===== src/rtl/ll_pop_scheduler_if.sv =====
// Consumer-side stream of the pop scheduler: {list, data} words under a valid/ready handshake.
// The scheduler drives through the master modport and the consumer attaches through the slave modport.
interface ll_pop_scheduler_if #(
  parameter int DATA_WIDTH = 8,
  parameter int LIST_WIDTH = 1
);

  logic                  out_valid;
  logic                  out_ready;
  logic [DATA_WIDTH-1:0] out_data;
  logic [LIST_WIDTH-1:0] out_list;

  modport master (
    output out_valid,
    output out_data,
    output out_list,
    input  out_ready
  );

  modport slave (
    input  out_valid,
    input  out_data,
    input  out_list,
    output out_ready
  );

endinterface


===== src/rtl/ll_pop_scheduler.sv =====
// Dequeue engine: round-robin pops across the non-empty lists, reads the popped head from the data
// memory, and queues {list, data} in a 2-entry FIFO toward the consumer.
module ll_pop_scheduler #(
  parameter int NUM_LISTS  = 2,
  parameter int NUM_ELEMS  = 4,
  parameter int PTR_WIDTH  = $clog2(NUM_ELEMS),
  parameter int DATA_WIDTH = 8,
  parameter int LIST_WIDTH = (NUM_LISTS > 1) ? $clog2(NUM_LISTS) : 1
) (
  input  logic                  clk,
  input  logic                  rst_n,
  input  logic [NUM_LISTS-1:0]  empty,
  input  logic [PTR_WIDTH-1:0]  popped_head,
  output logic [NUM_LISTS-1:0]  pop,
  output logic                  mem_ren,
  output logic [PTR_WIDTH-1:0]  mem_raddr,
  input  logic [DATA_WIDTH-1:0] mem_rdata,
  ll_pop_scheduler_if.master    out_if
);

  localparam int                    STEP_W    = LIST_WIDTH + 1;
  localparam logic [STEP_W-1:0]     N_LISTS_W = STEP_W'(NUM_LISTS);
  localparam logic [LIST_WIDTH-1:0] LAST_LIST = LIST_WIDTH'(NUM_LISTS - 1);

  // Arbitration and issue state
  logic [LIST_WIDTH-1:0] r_rr_ptr;
  logic                  r_inflight;
  logic [LIST_WIDTH-1:0] r_inflight_list;

  // Output FIFO state
  logic [DATA_WIDTH-1:0] r_fifo_data [2];
  logic [LIST_WIDTH-1:0] r_fifo_list [2];
  logic                  r_wr_ptr;
  logic                  r_rd_ptr;
  logic [1:0]            r_occ;

  logic                  w_grant_valid;
  logic [LIST_WIDTH-1:0] w_grant;
  logic [STEP_W-1:0]     w_cand;
  logic [LIST_WIDTH-1:0] w_rr_next;
  logic                  w_deq;
  logic                  w_credit;
  logic                  w_issue;

  // NOTE: every variable written in always_comb is given a default first, so no path leaves it
  // unassigned and no latch is inferred.
  always_comb begin
    w_grant_valid = 1'b0;
    w_grant       = '0;
    w_cand        = '0;
    for (int k = 0; k < NUM_LISTS; k++) begin
      w_cand = {1'b0, r_rr_ptr} + STEP_W'(k);
      if (w_cand >= N_LISTS_W) w_cand = w_cand - N_LISTS_W;
      for (int i = 0; i < NUM_LISTS; i++) begin
        if (!w_grant_valid && (w_cand == STEP_W'(i)) && !empty[i]) begin
          w_grant_valid = 1'b1;
          w_grant       = LIST_WIDTH'(i);
        end
      end
    end
  end

  assign w_rr_next = (w_grant == LAST_LIST) ? '0 : w_grant + LIST_WIDTH'(1);

  // A same-cycle dequeue frees a slot, so it counts as credit for this cycle's pop.
  assign w_deq    = (r_occ != 2'd0) & out_if.out_ready;
  assign w_credit = ({1'b0, r_occ} + {2'b00, r_inflight}) < (3'd2 + {2'b00, w_deq});

  // rst_n gates the issue so pop drops the instant reset asserts, without waiting for a clock.
  assign w_issue = rst_n & w_grant_valid & w_credit;

  always_comb begin
    pop = '0;
    for (int i = 0; i < NUM_LISTS; i++) begin
      pop[i] = w_issue && (w_grant == LIST_WIDTH'(i));
    end
  end

  assign mem_ren   = w_issue;
  assign mem_raddr = popped_head;

  // NOTE: sequential state uses non-blocking assignments only, so every register samples the
  // values from before the edge regardless of block evaluation order.
  always_ff @(posedge clk or negedge rst_n) begin
    if (!rst_n) begin
      r_rr_ptr        <= '0;
      r_inflight      <= 1'b0;
      r_inflight_list <= '0;
    end else begin
      r_inflight <= w_issue;
      if (w_issue) begin
        r_inflight_list <= w_grant;
        r_rr_ptr        <= w_rr_next;
      end
    end
  end

  // NOTE: the two FIFO entries are reset along with the pointers so that out_data and out_list
  // read zero after reset; this storage is tiny, unlike a RAM, which would be left unreset.
  always_ff @(posedge clk or negedge rst_n) begin
    if (!rst_n) begin
      r_fifo_data[0] <= '0;
      r_fifo_data[1] <= '0;
      r_fifo_list[0] <= '0;
      r_fifo_list[1] <= '0;
      r_wr_ptr       <= 1'b0;
      r_rd_ptr       <= 1'b0;
      r_occ          <= 2'd0;
    end else begin
      if (r_inflight) begin
        r_fifo_data[r_wr_ptr] <= mem_rdata;
        r_fifo_list[r_wr_ptr] <= r_inflight_list;
        r_wr_ptr              <= ~r_wr_ptr;
      end
      if (w_deq) begin
        r_rd_ptr <= ~r_rd_ptr;
      end
      r_occ <= r_occ + {1'b0, r_inflight} - {1'b0, w_deq};
    end
  end

  assign out_if.out_valid = (r_occ != 2'd0);
  assign out_if.out_data  = r_fifo_data[r_rd_ptr];
  assign out_if.out_list  = r_fifo_list[r_rd_ptr];

endmodule

===== src/flat_wrapper.sv =====
// flat-port wrapper written by rule: the top's interface ports become plain ports
module ll_pop_scheduler_flat 
#(
  parameter int NUM_LISTS  = 2,
  parameter int NUM_ELEMS  = 4,
  parameter int PTR_WIDTH  = $clog2(NUM_ELEMS),
  parameter int DATA_WIDTH = 8,
  parameter int LIST_WIDTH = (NUM_LISTS > 1) ? $clog2(NUM_LISTS) : 1
)
  (clk, rst_n, empty, popped_head, pop, mem_ren, mem_raddr, mem_rdata, out_if_out_valid, out_if_out_data, out_if_out_list, out_if_out_ready);
  ll_pop_scheduler_if #(.DATA_WIDTH(DATA_WIDTH), .LIST_WIDTH(LIST_WIDTH)) out_if_i ();
  input  logic clk;
  input  logic rst_n;
  input  logic [NUM_LISTS-1:0] empty;
  input  logic [PTR_WIDTH-1:0] popped_head;
  output logic [NUM_LISTS-1:0] pop;
  output logic mem_ren;
  output logic [PTR_WIDTH-1:0] mem_raddr;
  input  logic [DATA_WIDTH-1:0] mem_rdata;
  output wire logic [$bits(out_if_i.out_valid)-1:0] out_if_out_valid;
  output wire logic [$bits(out_if_i.out_data)-1:0] out_if_out_data;
  output wire logic [$bits(out_if_i.out_list)-1:0] out_if_out_list;
  input wire logic [$bits(out_if_i.out_ready)-1:0] out_if_out_ready;
  assign out_if_out_valid = out_if_i.out_valid;
  assign out_if_out_data = out_if_i.out_data;
  assign out_if_out_list = out_if_i.out_list;
  assign out_if_i.out_ready = out_if_out_ready;
  ll_pop_scheduler #(.NUM_LISTS(NUM_LISTS), .NUM_ELEMS(NUM_ELEMS), .PTR_WIDTH(PTR_WIDTH), .DATA_WIDTH(DATA_WIDTH), .LIST_WIDTH(LIST_WIDTH)) u_core (.clk(clk), .rst_n(rst_n), .empty(empty), .popped_head(popped_head), .pop(pop), .mem_ren(mem_ren), .mem_raddr(mem_raddr), .mem_rdata(mem_rdata), .out_if(out_if_i));
endmodule

===== config.mk =====
export PLATFORM = sky130hd
export DESIGN_NAME = ll_pop_scheduler_flat
export DESIGN_NICKNAME = d
export VERILOG_FILES = /design/src/rtl/ll_pop_scheduler_if.sv /design/src/rtl/ll_pop_scheduler.sv /design/src/flat_wrapper.sv
export SDC_FILE = /design/constraint.sdc
export NUM_CORES = 1
export LEC_CHECK = 0
export CORE_MARGIN = 2
export CORE_UTILIZATION = 43
export CTS_CLUSTER_DIAMETER = 150
export DETAILED_ROUTE_END_ITERATION = 7
export HOLD_SLACK_MARGIN = 0.15
export PLACE_DENSITY_LB_ADDON = 0.05
export SLEW_MARGIN = 20
export SYNTH_ARGS = -nofsm -noshare
export SYNTH_HDL_FRONTEND = slang
export SYNTH_SLANG_ARGS = --single-unit

===== constraint.sdc =====
create_clock -name clk -period 1.6 [get_ports clk]
set_input_delay 0.32 -clock clk [delete_from_list [all_inputs] [get_ports clk]]
set_output_delay 0.32 -clock clk [all_outputs]
set_load 0.05 [all_outputs]

; ---- Word-level counts from Yosys, hierarchy flattened
; Index checks and enable logic that the tools add are counted.
[word_totals]
word_cells = 74
reg_bits = 25
output_inout_bits = 15
in_bits = 15
[op_classes]
bitwise = 8
eq_ne = 2
magnitude_cmp = 6
reduce_logical = 18
n_mux = 22
addsub = 8
[ops]
columns = operator, n
row1 = two-way mux 8 bit, 4
row2 = bitwise mux 16 bit, 1
row3 = two-way mux 1 bit, 12
row4 = logical AND 1 bit, 10
row5 = demux 8 bit (select 1 bit), 1
row6 = ">= comparator 2 bit, second input constant", 3
row7 = logical NOT 1 bit, 5
row8 = "equality test 2 x 1 -> 1 bit, second input constant", 2
row9 = logical NOT 2 bit, 2
row10 = two-way mux 2 bit, 2
row11 = inverter 1 -> 2 bit, 2
row12 = adder 2 x 1 -> 3 bit, 1
row13 = "adder 2 x 1 -> 3 bit, first input constant", 1
row14 = AND 1 bit, 3
row15 = < comparator 3 bit, 1
row16 = inverter 1 bit, 3
row17 = "adder 1 x 1 -> 2 bit, second input constant", 1
row18 = adder 2 x 1 -> 2 bit, 1
row19 = bitwise mux 2 bit, 1
row20 = ">= comparator 1 x 2 -> 1 bit, second input constant", 1
row21 = "< comparator 2 x 1 -> 1 bit, second input constant", 1
row22 = nonzero test 2 bit, 1
row23 = "subtractor 1 x 2 -> 2 bit, second input constant", 1
row24 = subtractor 2 x 1 -> 2 bit, 1
row25 = other kinds (3), 3

; ---- Logic depth before layout (Yosys ltp)
[logic_depth]
ltp_word = 20
ltp_mapped = 7
mapped_depth_nobuf = 7

; ---- Worst setup path before layout
; OpenSTA, ideal clock, no wires.
[synth_path]
kind = reg-to-output
startpoint = register u_core.r_inflight
endpoint = output port pop[0]
required_ns = 1.280
arrival_time_ns = 2.182
slack_ns = -0.902
n_path_buf = 0
stages_incl_launch_ff = 6
path_cell_list = dfrtp_1 > ha_1 > ha_1 > and2b_1 > nand2_1 > nor3_1
[synth_between]
elab_chain_cells = 4
[synth_rtl]
columns = element, line_no
row1 = "start, declared", ll_pop_scheduler.sv:27  ; logic r_inflight;
row2 = "start signal, assigned", ll_pop_scheduler.sv:90  ; r_inflight <= w_issue;
row3 = adder 2 x 1 -> 3 bit, ll_pop_scheduler.sv:67  ; assign w_credit = ({1'b0, r_occ} + {2'b00, r_inflight}) < (3'd2 + {2'b00, w_deq});
row4 = < comparator 3 bit, ll_pop_scheduler.sv:67
row5 = AND 1 bit, ll_pop_scheduler.sv:70  ; assign w_issue = rst_n & w_grant_valid & w_credit;
row6 = logical AND 1 bit, ll_pop_scheduler.sv:75  ; pop[i] = w_issue && (w_grant == LIST_WIDTH'(i));
row7 = "end, declared", flat_wrapper.sv:16  ; output logic [NUM_LISTS-1:0] pop;
; Every way passes these cells.

; ---- Worst setup path after layout
[layout_path]
startpoint = register u_core.r_occ[0]
endpoint = output port pop[1]
[layout_between]
elab_chain_cells = 6
word_cells_on_any_way = 7
classes_between = add/sub: 2 / order compare: 1 / bitwise: 2 / reduce/logical: 2
[layout_rtl]
columns = element, line_no
row1 = "start, declared", ll_pop_scheduler.sv:35  ; logic [1:0] r_occ;
row2 = "start signal, assigned", ll_pop_scheduler.sv:118  ; r_occ <= r_occ + {1'b0, r_inflight} - {1'b0, w_deq};
row3 = nonzero test 2 bit, ll_pop_scheduler.sv:66  ; assign w_deq = (r_occ != 2'd0) & out_if.out_ready;
row4 = AND 1 bit, ll_pop_scheduler.sv:66
row5 = adder 2 x 1 -> 3 bit, ll_pop_scheduler.sv:67
row6 = < comparator 3 bit (*), ll_pop_scheduler.sv:67
row7 = AND 1 bit (*), ll_pop_scheduler.sv:70
row8 = logical AND 1 bit (*), ll_pop_scheduler.sv:75
; Mark *: on every way between the ends. The rest lies on a longest branch, timed or not.

==> impl_metrics.tcl <==
set metrics [dict create \
    status "finished with violations" \
    violations "negative setup slack" \
    synth_area_um2 1220 \
    drtIter0Drc 5 \
    min_period_ns 2.11 \
    required_ns 1.28 \
    rr_startpoint "u_core.r_occ[0]" \
    path_clk_slew_ns 0.14 \
    rsz0062_at_grt "yes" \
    post_synth_num_cell_types 25 \
    io_buffer_count 25 \
    power_mw 4.51 \
    slew_headroom_pct 78.7 \
    hold_class "primary input to async pin" \
    viasPerCell 4.97 \
    synth_most_common_cell "dfrtp_1" \
    reg2reg_slack_ns -0.32 \
    drc 0 \
    synth-edff-count 0 \
    groute.usage.overall_pct 16.4 \
    clk_latency_ns 0.32 \
    r2r_cells 10 \
    slowest_delay_ns 0.44 \
    area_delta_synth_final_pct 49.1 \
    tightest_slew_ns 0.320 \
    worst_ir_drop_vdd_v 0.00168 \
    die_x_um 57.2 \
    skew_ns 0.00386 \
    setup-tns-final_ns -2.65 \
    wl_per_cell_um 15.4 \
    antenna_found_initial 0 \
    globalplace.congestion 0.637 \
    synthTopCellsByArea "dfrtp_1, mux2_1, mux2_4" \
    worst-path-stages 7 \
    fin_ws_ns -0.513 \
    path_buf_inv 4 \
    yosysTopAreaCellShare_pct 51.4 \
    drv_slew 0 \
    routed_wl_um 2410 \
    crit_type "register to primary output" \
    synthTopCellsByCount "dfrtp_1, mux2_1, mux2_4, ha_1" \
    grt_pass1_vias 868 \
    cts_tree "built" \
    synth_top_flop_cell "dfrtp_1" \
    fp.dieH_um 57.2 \
    start_util_pct 44.9 \
    pre_cts_slack_ns -0.251 \
    boundaryPins 30 \
    dieArea_um2 3270 \
    worstPathCellList "buf_4, buf_6, o21ai_4, o21ai_4, buf_4, and3_4, buf_12" \
    crit_family "buffers and inverters" \
    start_kind "register" \
    endpoint_kind "primary output" \
    maxCapViolations 0 \
    holdBufCountCts 0 \
    synth.largest_area_cell "dfrtp_1" \
    p_leak_nw 0.848 \
    crit_slowest_cell "dfrtp_1" \
    nets 146 \
    ant_nets 0 \
    grt_pass1_wl_um 4040 \
    cts_buffers 3 \
    core_um2 2710 \
    setup_viol 16 \
    ys_ff_latch 25 \
    p_per_area_nw_per_um2 2490 \
    cts_htree_levels 1 \
    hold_viol_final 0 \
    hold-worst-slack_ns 0.426 \
    clock.fmax_mhz 473 \
    grt_max_degree 26 \
    synth_cells 84 \
    n_antenna_cell 0 \
    syn_area_per_cell_um2 14.5 \
    n_fill_cell 216 \
    reg2reg_to "u_core.r_occ[1]" \
    ys_seq_area_share_pct 51.4 \
    clock-sinks 25 \
    rows 19 \
    ys_async_sr_fraction_pct 100 \
    vias 780 \
    first_pass_iters 2 \
    period_share_pct 132 \
    syn_nets 103 \
    crit_path_max_fanout 3 \
    grt_overflow 0 \
    cts_root_buf "clkbuf_4" \
    yosysWarningCount 0 \
    hpwl_um 1610 \
    drive_gt1_share_pct 52.4 \
    clockBufferDepth 2 \
    cp.arrival_ns 1.79 \
]
-- power by group --
part	internal [mW]	total, mW	leakage, nW	switching (mW)
clock network	0.0955	0.291	0.0139	0.195
registers	0.957	1.20	0.291	0.240
logic	1.54	3.02	0.543	1.48
-- repair_timing --
item	4_1_cts	5_1_grt
pin swaps	3	2
setup endpoints to repair	15	15
gates resized for setup	25	8
buffers inserted	2	4
-- cell type report --
type | instances | area, um2 | area share, %
Multi-Input combinational cell | 52 | 671 | 37.0
Sequential cell | 25 | 627 | 34.6
Timing Repair Buffer | 41 | 432 | 23.8
Tap cell | 31 | 38.8 | 2.14
Clock buffer | 3 | 22.5 | 1.24
Inverter | 4 | 15.0 | 0.828
Clock inverter | 1 | 7.51 | 0.414
-- worst register-to-register path, cell delays in order, from the launching register on --
cell	delay, ns
dfrtp_1	0.44
buf_4	0.15
buf_6	0.12
o21ai_4	0.22
buf_6	0.13
inv_1	0.04
ha_1	0.27
inv_1	0.04
ha_2	0.17
xnor2_2	0.13
xnor2_1	0.12
-- metal layers --
metal	GRT usage, %	vias to the layer above	routed length (um)
met4	5.98	0	10
met3	2.95	2	88
met5	0	-	0
met2	26.4	15	1220
met1	22.2	389	1100
li1	-	374	-
-- flip-flops by register name, indices dropped and copies added (netlist names) --
signal / cells
u_core.r_fifo_data: 16
u_core.r_inflight: 1
u_core.r_fifo_list: 2
u_core.r_wr_ptr: 1
u_core.r_inflight_list: 1
u_core.r_rd_ptr: 1
u_core.r_rr_ptr: 1
u_core.r_occ: 2
-- metrics by stage --
stage          instances  utilization (%)  area (um2)
2_1_floorplan         84                -        1250
3_3_place_gp         148             59.2        1600
3_5_place_dp         148             59.2        1600
4_1_cts              153             64.4        1740
5_1_grt              157             66.9        1810
6_report             157             66.9        1810
-- logic make-up after synthesis --
logic type,synth area share (%)
AOI/OAI and AO/OA,3.29
xor gates and xnor gates,2.88
adders and majority gates,4.12
buffers and inverters,2.88
DFF,51.4
muxes,27.8
and+or+nand+nor,7.61
-- layout by cell type, fill, tap and decap left out, drive strengths merged --
cell / netlist / routed
mux2: 27 / 27
nor2b: 1 / 1
xnor2: 3 / 3
nand3b: 1 / 1
clkdlybuf4s50: 0 / 12
and2: 1 / 1
nor2: 3 / 3
inv: 4 / 4
nor3: 1 / 1
dfrtp: 25 / 25
xor2: 1 / 1
and3: 1 / 1
and2b: 1 / 1
o2bb2ai: 1 / 1
o21ai: 2 / 2
clkinvlp: 0 / 1
nand2: 2 / 2
clkbuf: 0 / 3
a211o: 1 / 1
or2: 1 / 1
buf: 3 / 29
ha: 4 / 4
a21oi: 1 / 1
-- worst max-delay path by stage --
stage	slack (ns)	to	startpoint
after floorplan	-0.30	pop[0]	u_core.r_inflight
after global placement	-0.24	pop[0]	out_if_out_ready
after detailed placement	-0.25	pop[0]	out_if_out_ready
after CTS	-0.52	pop[0]	u_core.r_occ[0]
after global routing	-0.59	pop[1]	u_core.r_occ[0]
final	-0.51	pop[1]	u_core.r_occ[0]
Power figures use the tool's default switching activity.
